===== config.mk =====
export PLATFORM = sky130hd
export DESIGN_NAME = forwarding_unit_stg3
export DESIGN_NICKNAME = d
export VERILOG_FILES = /design/src/rtl/forwarding_unit_stg3.sv
export SDC_FILE = /design/constraint.sdc
export NUM_CORES = 1
export LEC_CHECK = 0
export CAP_MARGIN = 20
export CORE_UTILIZATION = 38
export CTS_BUF_LIST = sky130_fd_sc_hd__clkbuf_2 sky130_fd_sc_hd__clkbuf_4 sky130_fd_sc_hd__clkbuf_8
export DETAILED_ROUTE_END_ITERATION = 7
export MAX_ROUTING_LAYER = met4
export PLACE_DENSITY = 0.72
export SYNTH_ARGS = -nofsm -noshare
export SYNTH_HDL_FRONTEND = slang
export SYNTH_SLANG_ARGS = --single-unit

===== constraint.sdc =====
create_clock -name clk -period 2.41 [get_ports clk]
set_input_delay 0.6025 -clock clk [delete_from_list [all_inputs] [get_ports clk]]
set_output_delay 0.6025 -clock clk [all_outputs]
set_load 0.02 [all_outputs]

===== src/rtl/forwarding_unit_stg3.sv =====
// forwarding_unit_stg3: registered EX-stage operand forwarding selects; FWD_R0_GUARD_EN blocks forwarding of register 0
module forwarding_unit_stg3 #(
    parameter int REG_ADDR_W = 4,
    parameter int CNT_W = 8
) (
    input  logic                  clk,
    input  logic                  rst,
    input  logic [REG_ADDR_W-1:0] IDEXop1,
    input  logic [REG_ADDR_W-1:0] IDEXop2,
    input  logic [REG_ADDR_W-1:0] EXMEMop1,
    input  logic [REG_ADDR_W-1:0] EXMEMop2,
    input  logic [REG_ADDR_W-1:0] MEMWBop1,
    input  logic                  EXMEMregWrite,
    input  logic                  MEMWBregWrite,
    output logic [1:0]            F_Logic1,
    output logic [1:0]            F_Logic2,
    output logic                  fwd_any,
    output logic [CNT_W-1:0]      fwd_count
);
    logic       ok1, ok2, nxt_any;
    logic [1:0] nxt1, nxt2;
`ifdef FWD_R0_GUARD_EN
    assign ok1 = |IDEXop1;
    assign ok2 = |IDEXop2;
`else
    assign ok1 = 1'b1;
    assign ok2 = 1'b1;
`endif
    always_comb begin
        nxt1 = !ok1 ? 2'b00 :
               (EXMEMregWrite && IDEXop1 == EXMEMop1) ? 2'b01 :
               (EXMEMregWrite && IDEXop1 == EXMEMop2) ? 2'b10 :
               (MEMWBregWrite && IDEXop1 == MEMWBop1) ? 2'b11 : 2'b00;
        nxt2 = !ok2 ? 2'b00 :
               (EXMEMregWrite && IDEXop2 == EXMEMop1) ? 2'b01 :
               (EXMEMregWrite && IDEXop2 == EXMEMop2) ? 2'b10 :
               (MEMWBregWrite && IDEXop2 == MEMWBop1) ? 2'b11 : 2'b00;
        nxt_any = |{nxt1, nxt2};
    end
    always_ff @(posedge clk) begin
        if (rst) begin
            F_Logic1  <= 2'b00;
            F_Logic2  <= 2'b00;
            fwd_any   <= 1'b0;
            fwd_count <= '0;
        end else begin
            F_Logic1  <= nxt1;
            F_Logic2  <= nxt2;
            fwd_any   <= nxt_any;
            fwd_count <= (nxt_any && !(&fwd_count)) ? fwd_count + CNT_W'(1) : fwd_count;
        end
    end
endmodule


==> results.yml <==
yosys:
  synth_top_area_cell: "dfxtp_1"
  yosys_most_used_dff: "dfxtp_1"
  syn_avg_cell_area_um2: 9.259
  synth-seq-cells: 13
  yosys-top-cells-area: "dfxtp_1, xor2_1, nor2_1, xnor2_1, a41o_1"
  synthTopCellsByCount: "xor2_1, dfxtp_1, nor2_1, nand2_1, xnor2_1"
  ys_seq_area_frac: 0.2811
  synth.top_cell.area_share: 0.2811
  yosys_warnings: 0
  synth.most_common_cell: "xor2_1"
  synth_edf_count: 0
  ys_async_sr_fraction: 0
  synth_cell_types: 35
  netlist_area_um2: 925.9
  syn_nets: 125
  synth_cells: 100
timing:
  post-route-period-util: 0.9369
  setup_tns_ps: 0
  fin_hold_ws_ps: 512.9
  slew_headroom: 0.7390
  final.setup.worst_slack_ps: 152.2
  clock.fmax_mhz: 442.9
  hold_violations: 0
  period_needed_ps: 2258
  drv_slew: 0
  finalSetupViolations: 0
  worst_pin_slew_ps: 390.3
  rsz0062_at_grt: "no"
  finClkSkew_ps: 6.595
worst_setup_path:
  r2r_end: "fwd_count[0]"
  worst_path_max_delay_cell: "clkdlybuf4s50_1"
  critPathKind: "in2reg"
  path_buf_inv: 1
  crit_path_end_kind: "register"
  worstSetupStartpointType: "primary input"
  critical_path.top_delay_family: "simple AND/OR/NAND/NOR gates"
  max_stage_delay_ps: 480
  crit_chain: "clkdlybuf4s50_1 > xor2_1 > nor4_1 > nor2_1 > nand3_2 > a21boi_2 > mux2_2"
  r2r_cells: 5
  r2r_setup_slack_ps: 740
  rr_startpoint: "fwd_count[0]"
  critical_path_depth: 7
  worstPathRequired_ps: 2570
  critPathArrivalTime_ps: 2420
  cp_max_fo: 4
global_route:
  grt_pass1_vias: 853
  grt_usage: 0.1872
  grt-ovfl-total: 0
  grt_pass1_wl_um: 3512
  grt_antenna_before_repair: 0
  grt_max_degree: 13
die:
  die_w_um: 51.36
  initial_core_util: 0.4107
  dieHeight_um: 51.36
  ios: 37
  row_count: 17
  core_area_mm2: 0.002255
  dieArea_mm2: 0.002638
clocking:
  clockBufferDepth: 2
  path_clk_slew_ps: 70
  htree_levels: 1
  holdBufCountCts: 0
  cts_setup_buffers: 0
  cts_buffers: 3
  cts-resized-gates: 0
  clock-root-buffer: "clkbuf_4"
  cts_tree: "built"
  insertion_delay_ps: 270
  cts.sinks: 13
worst_hold_path:
  hold_depth: 2
  hold_path_class: "reg2reg"
  min_to: "fwd_count[1]"
  hp-start: "fwd_count[1]"
placed_design:
  place.gp.congestion: 0.7844
  dp_slack_ps: -120.4
  port_buffers: 36
  hpwlAfterDp_um: 1853
  dp.cells: 173
pwr:
  power_density_mw_per_mm2: 389.6
  ir_worst_vdd_uv: 200.0
  power.leakage_nw: 0.5504
final_layout:
  drive_gt1_frac: 0.1745
  layout.area.seq_um2: 260.3
  n_antenna_cell: 0
  instances_no_fill: 177
  fin_util: 0.6304
  n_fill_cell: 215
  area_growth_pct: 53.51
  multi_input_area_um2: 641.9
  nets: 175
detailed_routing:
  routedWlPerCell_um: 12.24
  antenna_left: 0
  drc: 0
  dr.first_iter.drc_count: 11
  via_per_inst: 5.062
  wl_um: 2166
  vias: 896
  dr.pass1.iters: 4
run:
  maxCapViolations: 0
status:
  status: "completed"
-- logic make-up after synthesis --
family | share of synthesized area
simple gates | 0.2554
xor+xnor | 0.2270
mux | 0.05135
flops | 0.2811
compound gates | 0.1460
buf+inv | 0.02566
fa+ha+maj | 0.01351
-- where the power goes --
group / leakage (nW) / switching [mW] / total, mW / internal [mW]
sequential: 0.105 / 0.00555 / 0.227 / 0.222
clock: 0.0184 / 0.0675 / 0.143 / 0.0753
combinational: 0.427 / 0.0826 / 0.183 / 0.101
-- worst max-delay path by stage --
stage	startpoint	to
finish	IDEXop2[2]	fwd_count[0]
global route	IDEXop2[2]	fwd_count[6]
CTS	IDEXop2[2]	fwd_count[0]
detailed placement	IDEXop1[1]	fwd_count[0]
global placement	IDEXop2[0]	fwd_count[0]
floorplan	EXMEMop1[2]	fwd_count[3]
-- through the flow --
step | area (um^2) | power [mW]
after global routing | 1421 | 0.5914
after detailed placement | 1391 | 0.4168
final | 1421 | 0.5537
after global placement | 1391 | 0.4123
after CTS | 1421 | 0.5610
after floorplan | 925.9 | 0.3232
-- flip-flops by register name (all words and copies together), names as in the netlist --
signal,cells
F_Logic1,2
F_Logic2,2
fwd_any,1
fwd_count,8
-- cell usage in the layout (no fill, tap or decap), types with 2 or more instances in the layout --
| master | count |
|---|---|
| a211oi_1 | 3 |
| a21oi_1 | 3 |
| a41o_1 | 3 |
| a41oi_1 | 2 |
| and3_1 | 2 |
| buf_4 | 12 |
| clkbuf_4 | 4 |
| clkdlybuf4s50_1 | 36 |
| dfxtp_1 | 13 |
| nand2_1 | 6 |
| nand2b_1 | 2 |
| nand3_1 | 2 |
| nand4_1 | 2 |
| nor2_1 | 12 |
| nor2b_1 | 3 |
| nor4_1 | 2 |
| nor4_2 | 2 |
| xnor2_1 | 5 |
| xor2_1 | 19 |
-- per-layer routing --
layer  global-route usage  vias to the layer above  part of all wire
met5                    -                        -                 0
met4               0.1261                        0             0.024
met3              0.03869                        4             0.060
met2               0.3485                       36              0.54
met1               0.1676                      399              0.38
li1                     -                      457                 -
-- tightest hold or removal path, stage by stage (launching register included) --
cell	delay, ps
dfxtp_1	340
nand2b_1	70
mux2i_1	50
-- cell type report --
cell class	count	share of cell area
inverters	1	0.002641
multi-input cells	83	0.4516
flip-flops and latches	13	0.1831
repair buffers	48	0.3169
clock buffers	4	0.02113
well taps	28	0.02465
(Power assumes the default switching activity.)
